[config.mk]
export PLATFORM = sky130hd
export DESIGN_NAME = lcd_bus_arbiter
export DESIGN_NICKNAME = d
export VERILOG_FILES = /design/src/rtl/lcd_arb_pkg.sv /design/src/rtl/lcd_wr_timer.sv /design/src/rtl/lcd_bus_arbiter.sv
export SDC_FILE = /design/constraint.sdc
export NUM_CORES = 1
export LEC_CHECK = 0
export ABC_AREA = 0
export CAP_MARGIN = 25
export CORE_MARGIN = 2
export CORE_UTILIZATION = 45
export CTS_CLUSTER_DIAMETER = 60
export CTS_CLUSTER_SIZE = 8
export DETAILED_ROUTE_END_ITERATION = 10
export PLACE_DENSITY = 0.86
export SKIP_CTS_REPAIR_TIMING = 1
export SLEW_MARGIN = 40
export SYNTH_ARGS = -nofsm -noshare
export SYNTH_HDL_FRONTEND = slang
export SYNTH_SLANG_ARGS = --single-unit
[constraint.sdc]
create_clock -name clk -period 3.4 [get_ports clk]
set_input_delay 0.51 -clock clk [delete_from_list [all_inputs] [get_ports clk]]
set_output_delay 0.51 -clock clk [all_outputs]
set_load 0.005 [all_outputs]
[src/rtl/lcd_arb_pkg.sv]
// Shared types and default timing for the two-requester LCD write-bus arbiter.
package lcd_arb_pkg;

  typedef enum logic [2:0] {
    ST_IDLE      = 3'd0,
    ST_SETUP     = 3'd1,
    ST_STROBE_LO = 3'd2,
    ST_STROBE_HI = 3'd3,
    ST_GAP       = 3'd4,
    ST_RELEASE   = 3'd5
  } lcd_state_e;

  localparam int WR_LOW_CYC_DEF  = 2;
  localparam int WR_HIGH_CYC_DEF = 2;
  localparam int TIMEOUT_CYC_DEF = 255;
  localparam int PHASE_W         = 4;
  localparam int TMO_W           = 8;

  function automatic logic [1:0] onehot2(input logic idx);
    return idx ? 2'b10 : 2'b01;
  endfunction

endpackage

[src/rtl/lcd_wr_timer.sv]
// Reloadable down-counter; done is high once the loaded count has run out.
module lcd_wr_timer
  import lcd_arb_pkg::*;
#(
  parameter int WIDTH = TMO_W
) (
  input  logic             clk,
  input  logic             nrst,
  input  logic             load,
  input  logic [WIDTH-1:0] load_val,
  output logic             done
);

  logic [WIDTH-1:0] cnt_r;

  // Reload on request, otherwise count down and stick at zero.
  always_ff @(posedge clk or negedge nrst) begin
    if (!nrst) begin
      cnt_r <= {WIDTH{1'b0}};
    end else if (load) begin
      cnt_r <= load_val;
    end else if (cnt_r != {WIDTH{1'b0}}) begin
      cnt_r <= cnt_r - WIDTH'(1);
    end
  end

  assign done = (cnt_r == {WIDTH{1'b0}});

endmodule

[src/rtl/lcd_bus_arbiter.sv]
// Round-robin arbiter between two byte streams sharing one 8080-style LCD write bus.
module lcd_bus_arbiter
  import lcd_arb_pkg::*;
#(
  parameter int WR_LOW_CYC  = WR_LOW_CYC_DEF,
  parameter int WR_HIGH_CYC = WR_HIGH_CYC_DEF,
  parameter int TIMEOUT_CYC = TIMEOUT_CYC_DEF
) (
  input  logic            clk,
  input  logic            nrst,
  input  logic [1:0]      req_valid,
  input  logic [1:0][7:0] req_data,
  input  logic [1:0]      req_dcx,
  input  logic [1:0]      req_last,
  output logic [1:0]      req_ready,
  output logic [1:0]      grant,
  output logic [7:0]      lcd_d,
  output logic            lcd_dcx,
  output logic            lcd_wrx_n,
  output logic            lcd_csx_n,
  output logic            busy,
  output logic            timeout_err
);

  lcd_state_e state_r;
  lcd_state_e next_state_s;
  logic       owner_r;
  logic       last_grant_r;
  logic       last_r;
  logic [1:0] grant_r;
  logic [7:0] lcd_d_r;
  logic       lcd_dcx_r;
  logic       wrx_n_r;
  logic       csx_n_r;
  logic       busy_r;
  logic       tmo_err_r;
  logic       accept_s;
  logic       sel_s;
  logic       load_s;
  logic [TMO_W-1:0] load_val_s;
  logic       tmr_done_s;

  // Next-state decode and the single-cycle accept decision.
  always_comb begin
    next_state_s = state_r;
    accept_s     = 1'b0;
    sel_s        = owner_r;
    case (state_r)
      ST_IDLE: begin
        if (req_valid != 2'b00) begin
          accept_s     = 1'b1;
          sel_s        = (req_valid == 2'b11) ? ~last_grant_r : req_valid[1];
          next_state_s = ST_SETUP;
        end else begin
          next_state_s = ST_IDLE;
        end
      end
      ST_SETUP: next_state_s = ST_STROBE_LO;
      ST_STROBE_LO: begin
        if (tmr_done_s) begin
          next_state_s = ST_STROBE_HI;
        end else begin
          next_state_s = ST_STROBE_LO;
        end
      end
      ST_STROBE_HI: begin
        if (!tmr_done_s) begin
          next_state_s = ST_STROBE_HI;
        end else if (last_r) begin
          next_state_s = ST_RELEASE;
        end else if (req_valid[owner_r]) begin
          accept_s     = 1'b1;
          next_state_s = ST_SETUP;
        end else begin
          next_state_s = ST_GAP;
        end
      end
      ST_GAP: begin
        if (req_valid[owner_r]) begin
          accept_s     = 1'b1;
          next_state_s = ST_SETUP;
        end else if (tmr_done_s) begin
          next_state_s = ST_RELEASE;
        end else begin
          next_state_s = ST_GAP;
        end
      end
      ST_RELEASE: next_state_s = ST_IDLE;
      default:    next_state_s = ST_IDLE;
    endcase
  end

  // Every state entry reloads the timer with that state's length minus one.
  always_comb begin
    load_s = (next_state_s != state_r);
    case (next_state_s)
      ST_STROBE_LO: load_val_s = {4'h0, PHASE_W'(WR_LOW_CYC - 1)};
      ST_STROBE_HI: load_val_s = {4'h0, PHASE_W'(WR_HIGH_CYC - 1)};
      ST_GAP:       load_val_s = TMO_W'(TIMEOUT_CYC - 1);
      default:      load_val_s = 8'h00;
    endcase
  end

  lcd_wr_timer #(
    .WIDTH(TMO_W)
  ) u_timer (
    .clk     (clk),
    .nrst    (nrst),
    .load    (load_s),
    .load_val(load_val_s),
    .done    (tmr_done_s)
  );

  // FSM state plus all registered panel and status outputs.
  always_ff @(posedge clk or negedge nrst) begin
    if (!nrst) begin
      state_r      <= ST_IDLE;
      owner_r      <= 1'b0;
      last_grant_r <= 1'b1;
      last_r       <= 1'b0;
      grant_r      <= 2'b00;
      lcd_d_r      <= 8'h00;
      lcd_dcx_r    <= 1'b0;
      wrx_n_r      <= 1'b1;
      csx_n_r      <= 1'b1;
      busy_r       <= 1'b0;
      tmo_err_r    <= 1'b0;
    end else begin
      state_r   <= next_state_s;
      busy_r    <= (next_state_s != ST_IDLE);
      wrx_n_r   <= (next_state_s != ST_STROBE_LO);
      csx_n_r   <= (next_state_s == ST_IDLE) || (next_state_s == ST_RELEASE);
      tmo_err_r <= (state_r == ST_GAP) && (next_state_s == ST_RELEASE);
      if (accept_s) begin
        owner_r   <= sel_s;
        grant_r   <= onehot2(sel_s);
        lcd_d_r   <= req_data[sel_s];
        lcd_dcx_r <= req_dcx[sel_s];
        last_r    <= req_last[sel_s];
      end
      if (next_state_s == ST_RELEASE) begin
        grant_r      <= 2'b00;
        last_grant_r <= owner_r;
      end
    end
  end

  assign req_ready   = accept_s ? onehot2(sel_s) : 2'b00;
  assign grant       = grant_r;
  assign lcd_d       = lcd_d_r;
  assign lcd_dcx     = lcd_dcx_r;
  assign lcd_wrx_n   = wrx_n_r;
  assign lcd_csx_n   = csx_n_r;
  assign busy        = busy_r;
  assign timeout_err = tmo_err_r;

endmodule
Word-level counts from Yosys, hierarchy flattened --
Cells that the tools add are included.
Storage, ports and cells: bits in registers 29, word-level logic and storage cells 69, bits of input ports 24, output and inout bits 17
Operators by class: bitwise logic cells 1, $lt $le $gt $ge 2, multiplexer cells 31, reductions and logical operators 11, $add $sub $neg 1, equality and inequality tests 11
Operators with widths (number):
- two-way mux 8 bit | 4
- two-way mux 1 bit | 16
- one-hot mux 8 bit (2 select lines) | 1
- one-hot mux 3 bit (5 select lines) | 1
- == test 3 x 2 -> 1 bit, second input constant | 4
- two-way mux 3 bit | 4
- == test 3 bit, second input constant | 3
- zero test 8 bit | 1
- two-way mux 2 bit | 4
- nonzero test 8 bit | 1
- subtractor 8 x 1 -> 8 bit, second input constant | 1
- zero test 3 bit | 2
- nonzero test 2 bit | 3
- < comparator 1 x 2 -> 1 bit, second input constant | 2
- == test 3 x 1 -> 1 bit, second input constant | 1
- inequality test 3 x 2 -> 1 bit, second input constant | 1
- inequality test 3 bit | 1
- one-hot mux 1 bit (3 select lines) | 1
- nonzero test 3 bit | 1
- == test 2 bit, second input constant | 1
- OR reduction 2 bit | 1
- logical AND 1 bit | 1
- logical OR 1 bit | 1
- NOT 1 bit | 1

Longest topological paths before layout --
word-level depth 10, depth in mapped cells 8, gate-level depth less buffers 8

Modules after synthesis --
Synthesis repeated with hierarchy kept, for this count alone.
Unflattened totals: cells, all modules 176, area, all modules 1596.5 um2
Modules (own cells, without submodules):
- lcd_bus_arbiter | area an instance 1119.8 um2, seq. area each 529.3 um2, cells an instance 122, instances 1
- lcd_wr_timer | area an instance 476.7 um2, seq. area each 200.2 um2, cells an instance 54, instances 1

Least setup slack after synthesis --
OpenSTA, ideal clock, no wires.
path type register -> output, start point register u_timer.cnt_r[0], end point output port req_ready[0], stages on the path, launching flop included 7, arrival 1596 ps, buffers on the path 0, data required time 2890 ps, setup slack 1294 ps, cells stage by stage dfrtp_1 inv_1 ha_1 or4b_4 nor2_4 nand3_1 a21oi_1
Between the ends: word-level cells in the longest chain between the ends 4
Ends and longest elaborated chain:
- start: declaration | line lcd_wr_timer.sv:14 | logic [WIDTH-1:0] cnt_r;
- start signal: assignment | line lcd_wr_timer.sv:19 | cnt_r <= {WIDTH{1'b0}};
- start signal: assignment | line lcd_wr_timer.sv:21 | cnt_r <= load_val;
- start signal: assignment | line lcd_wr_timer.sv:23 | cnt_r <= cnt_r - WIDTH'(1);
- zero test 8 bit | line lcd_wr_timer.sv:27 | assign done = (cnt_r == {WIDTH{1'b0}});
- two-way mux 1 bit | line lcd_bus_arbiter.sv:67 | if (!tmr_done_s) begin
- one-hot mux 1 bit (3 select lines) | line lcd_bus_arbiter.sv:48 | case (state_r)
- two-way mux 2 bit | line lcd_bus_arbiter.sv:148 | assign req_ready = accept_s ? onehot2(sel_s) : 2'b00;
- end: declaration | line lcd_bus_arbiter.sv:15 | output logic [1:0] req_ready,
No other way between the ends.

Worst setup path after layout --
start point register u_timer.cnt_r[0], end point output port req_ready[1]
Same word-level chain as after synthesis.

==> results.py <==
metrics = {
    "drt": {
        "first_iter_violations": 82,
        "postRouteWirelength_mm": 3.65,
        "vias": 1425,
        "first_pass_iters": 4,
        "routed_via_density": 5.57,
        "drtAntennaViolNets": 0,
        "route.detailed.drc": 0,
        "wire_per_inst_microns": 14.3,
    },
    "layout": {
        "final_cell_area_sq_um": 2130,
        "seqCellArea_sq_um": 729,
        "nets": 235,
        "drive_gt1_frac": 0.167,
        "fin_util": 0.625,
        "final.fill_count": 283,
        "final_common_cell": "clkdlybuf4s50_1",
        "area_growth_pct": 30.2,
        "multi_input_area_sq_um": 858,
        "antennaDiodeCount": 0,
        "final_cell_mix": "clkdlybuf4s50_1 (40), dfrtp_1 (26), nand2_1 (25)",
    },
    "global_routing": {
        "grt_use_total": 0.188,
        "overflow": 0,
        "grt_max_degree": 30,
        "grt_pass1_vias": 1313,
        "antenna_found_initial": 0,
        "grt_pass1_wl_mm": 6.07,
    },
    "sta": {
        "fin_crit_ns": 3.16,
        "worst_pin_slew_ns": 0.515,
        "clock.fmax_ghz": 0.316,
        "hold_viol": 0,
        "tns_ns": 0,
        "worst_slack_ns": 0.237,
        "skew_ns": 0.00567,
        "rsz0062_at_grt": "no",
        "relSlewSlack": 0.656,
        "setup_viol": 0,
        "slew_viol_final": 0,
        "finalCritPeriodShare": 0.930,
    },
    "yosys": {
        "synthArstFlopShare": 1.00,
        "yosysWarnings": 0,
        "synthCells": 165,
        "synth.distinct_cells": 47,
        "synth.avg_cell_area_sq_um": 9.93,
        "ys_top_cells_by_area": "dfrtp_1 (40%), nand2_1 (5.7%), nor3_1 (4.9%)",
        "synth_ff_type": "dfrtp_1",
        "yosys.area.top_type": "dfrtp_1",
        "synth_edf_count": 0,
        "synth_top_area_share": 0.397,
        "syn_nets": 191,
        "synth_area_sq_um": 1640,
        "seq_area_frac_synth": 0.445,
        "synth-seq-cells": 29,
    },
    "critical_path": {
        "path_class": "flip-flop to primary output",
        "end_kind": "primary output",
        "worst-path-max-fanout": 7,
        "cp.required_ns": 2.89,
        "cp.arrival_ns": 2.65,
        "startpoint_type": "flip-flop",
    },
    "hold_path": {
        "hp-class": "input port to async pin",
    },
    "power": {
        "power_density_nw_per_um2": 896,
        "vdd_drop_max_uv": 383,
        "p_leak_uw": 0.000873,
    },
    "clock_tree": {
        "numCtsBuffers": 5,
        "clock_latency_ns": 0.33,
        "clkSinkCount": 29,
        "path_clk_slew_ns": 0.10,
        "cts_max_level": 2,
        "cts_buffer_depth": 2,
        "cts_tree": "yes",
        "cts_root_buffer": "clkbuf_4",
    },
    "place": {
        "dp_hpwl_mm": 2.66,
        "post-place-ws_ns": 0.588,
        "gp_congestion": 0.826,
        "portBuffers": 40,
        "dpl-instance-area_sq_um": 2080,
    },
    "die": {
        "rows": 21,
        "die_x_microns": 64.4,
        "num_io_pins": 41,
        "start_util": 0.480,
        "dieArea_sq_um": 4140,
        "core-area_sq_um": 3420,
        "die_y_microns": 64.4,
    },
    "status": {
        "status": "completed",
    },
    "run": {
        "maxCapViolations": 0,
    },
}
final timing paths:
path	from	end	slack [ns]	depth (start not counted)
setup / recovery	u_timer.cnt_r[0]	req_ready[1]	0.24	7
min in group clk	lcd_d[2]	lcd_d[2]	0.57	2
max in group asynchronous	nrst	last_grant_r	2.53	2
hold reg to reg	lcd_d[2]	lcd_d[2]	0.57	2
setup reg to reg	u_timer.cnt_r[0]	last_grant_r	1.23	7
hold / removal	nrst	u_timer.cnt_r[4]	0.55	2
cells by family after synthesis:
group                    after synthesis  synth area share
buffers and inverters                 11            0.0328
flip-flops                            29             0.445
multiplexers                           7            0.0496
adder cells (fa/ha/maj)                2            0.0153
XOR/XNOR                               6            0.0321
AND/OR/NAND/NOR                       73             0.247
AO/OA/AOI/OAI                         37             0.178
state kept, by name (all words and copies together) (netlist names):
name           cells
busy               1
grant              2
last_grant_r       1
last_r             1
lcd_csx_n          1
lcd_d              8
lcd_dcx            1
lcd_wrx_n          1
owner_r            1
state_r            3
timeout_err        1
u_timer.cnt_r      8
report_power, final:
| group | switching [uW] | total, uW | leakage (uW) | internal (uW) |
|---|---|---|---|---|
| logic | 519 | 1080 | 0.000501 | 562 |
| registers | 127 | 629 | 0.000340 | 502 |
| clock network | 124 | 202 | 0.0000320 | 78.5 |
critical path, stage by stage (launching register included):
cell and delay (ns):
dfrtp_1 0.43, inv_1 0.11, ha_1 0.19, or4b_4 0.49
nor2_4 0.18, nand3_1 0.15, a21oi_1 0.25, clkdlybuf4s50_1 0.54
per-layer routing:
| metal | global-route usage | share of wire | vias to the layer above |
|---|---|---|---|
| met2 | 0.314 | 0.50 | 37 |
| met4 | 0.0559 | 0.011 | 0 |
| met1 | 0.233 | 0.44 | 699 |
| li1 | - | - | 684 |
| met3 | 0.0581 | 0.047 | 5 |
| met5 | 0 | 0 | - |
synthesized netlist by cell type (3+ instances only):
| cell | count |
|---|---|
| o22ai_1 | 5 |
| nor3_1 | 16 |
| a31oi_1 | 11 |
| nor2_1 | 7 |
| inv_1 | 6 |
| mux2i_1 | 4 |
| a21oi_1 | 7 |
| xnor2_1 | 4 |
| nand2b_1 | 5 |
| dfrtp_1 | 26 |
| nand2_1 | 25 |
| dfstp_2 | 3 |
| nand3_1 | 5 |
cell type report:
class,count,share of cell area
multi-input combinational,125,0.402
timing repair buffer,42,0.195
inverter,6,0.0106
tap,46,0.0270
clock buffer,6,0.0193
sequential,29,0.342
clock inverter,2,0.00469
stage by stage:
step | instances | hold slack [ns] | total power, uW
floorplan | 165 | 0.214 | 1360
global placement | 248 | 0.546 | 1690
detailed placement | 248 | 0.561 | 1720
CTS | 256 | 0.549 | 1920
global route | 256 | 0.572 | 2050
finish | 256 | 0.547 | 1910
(Power assumes the default switching activity.)
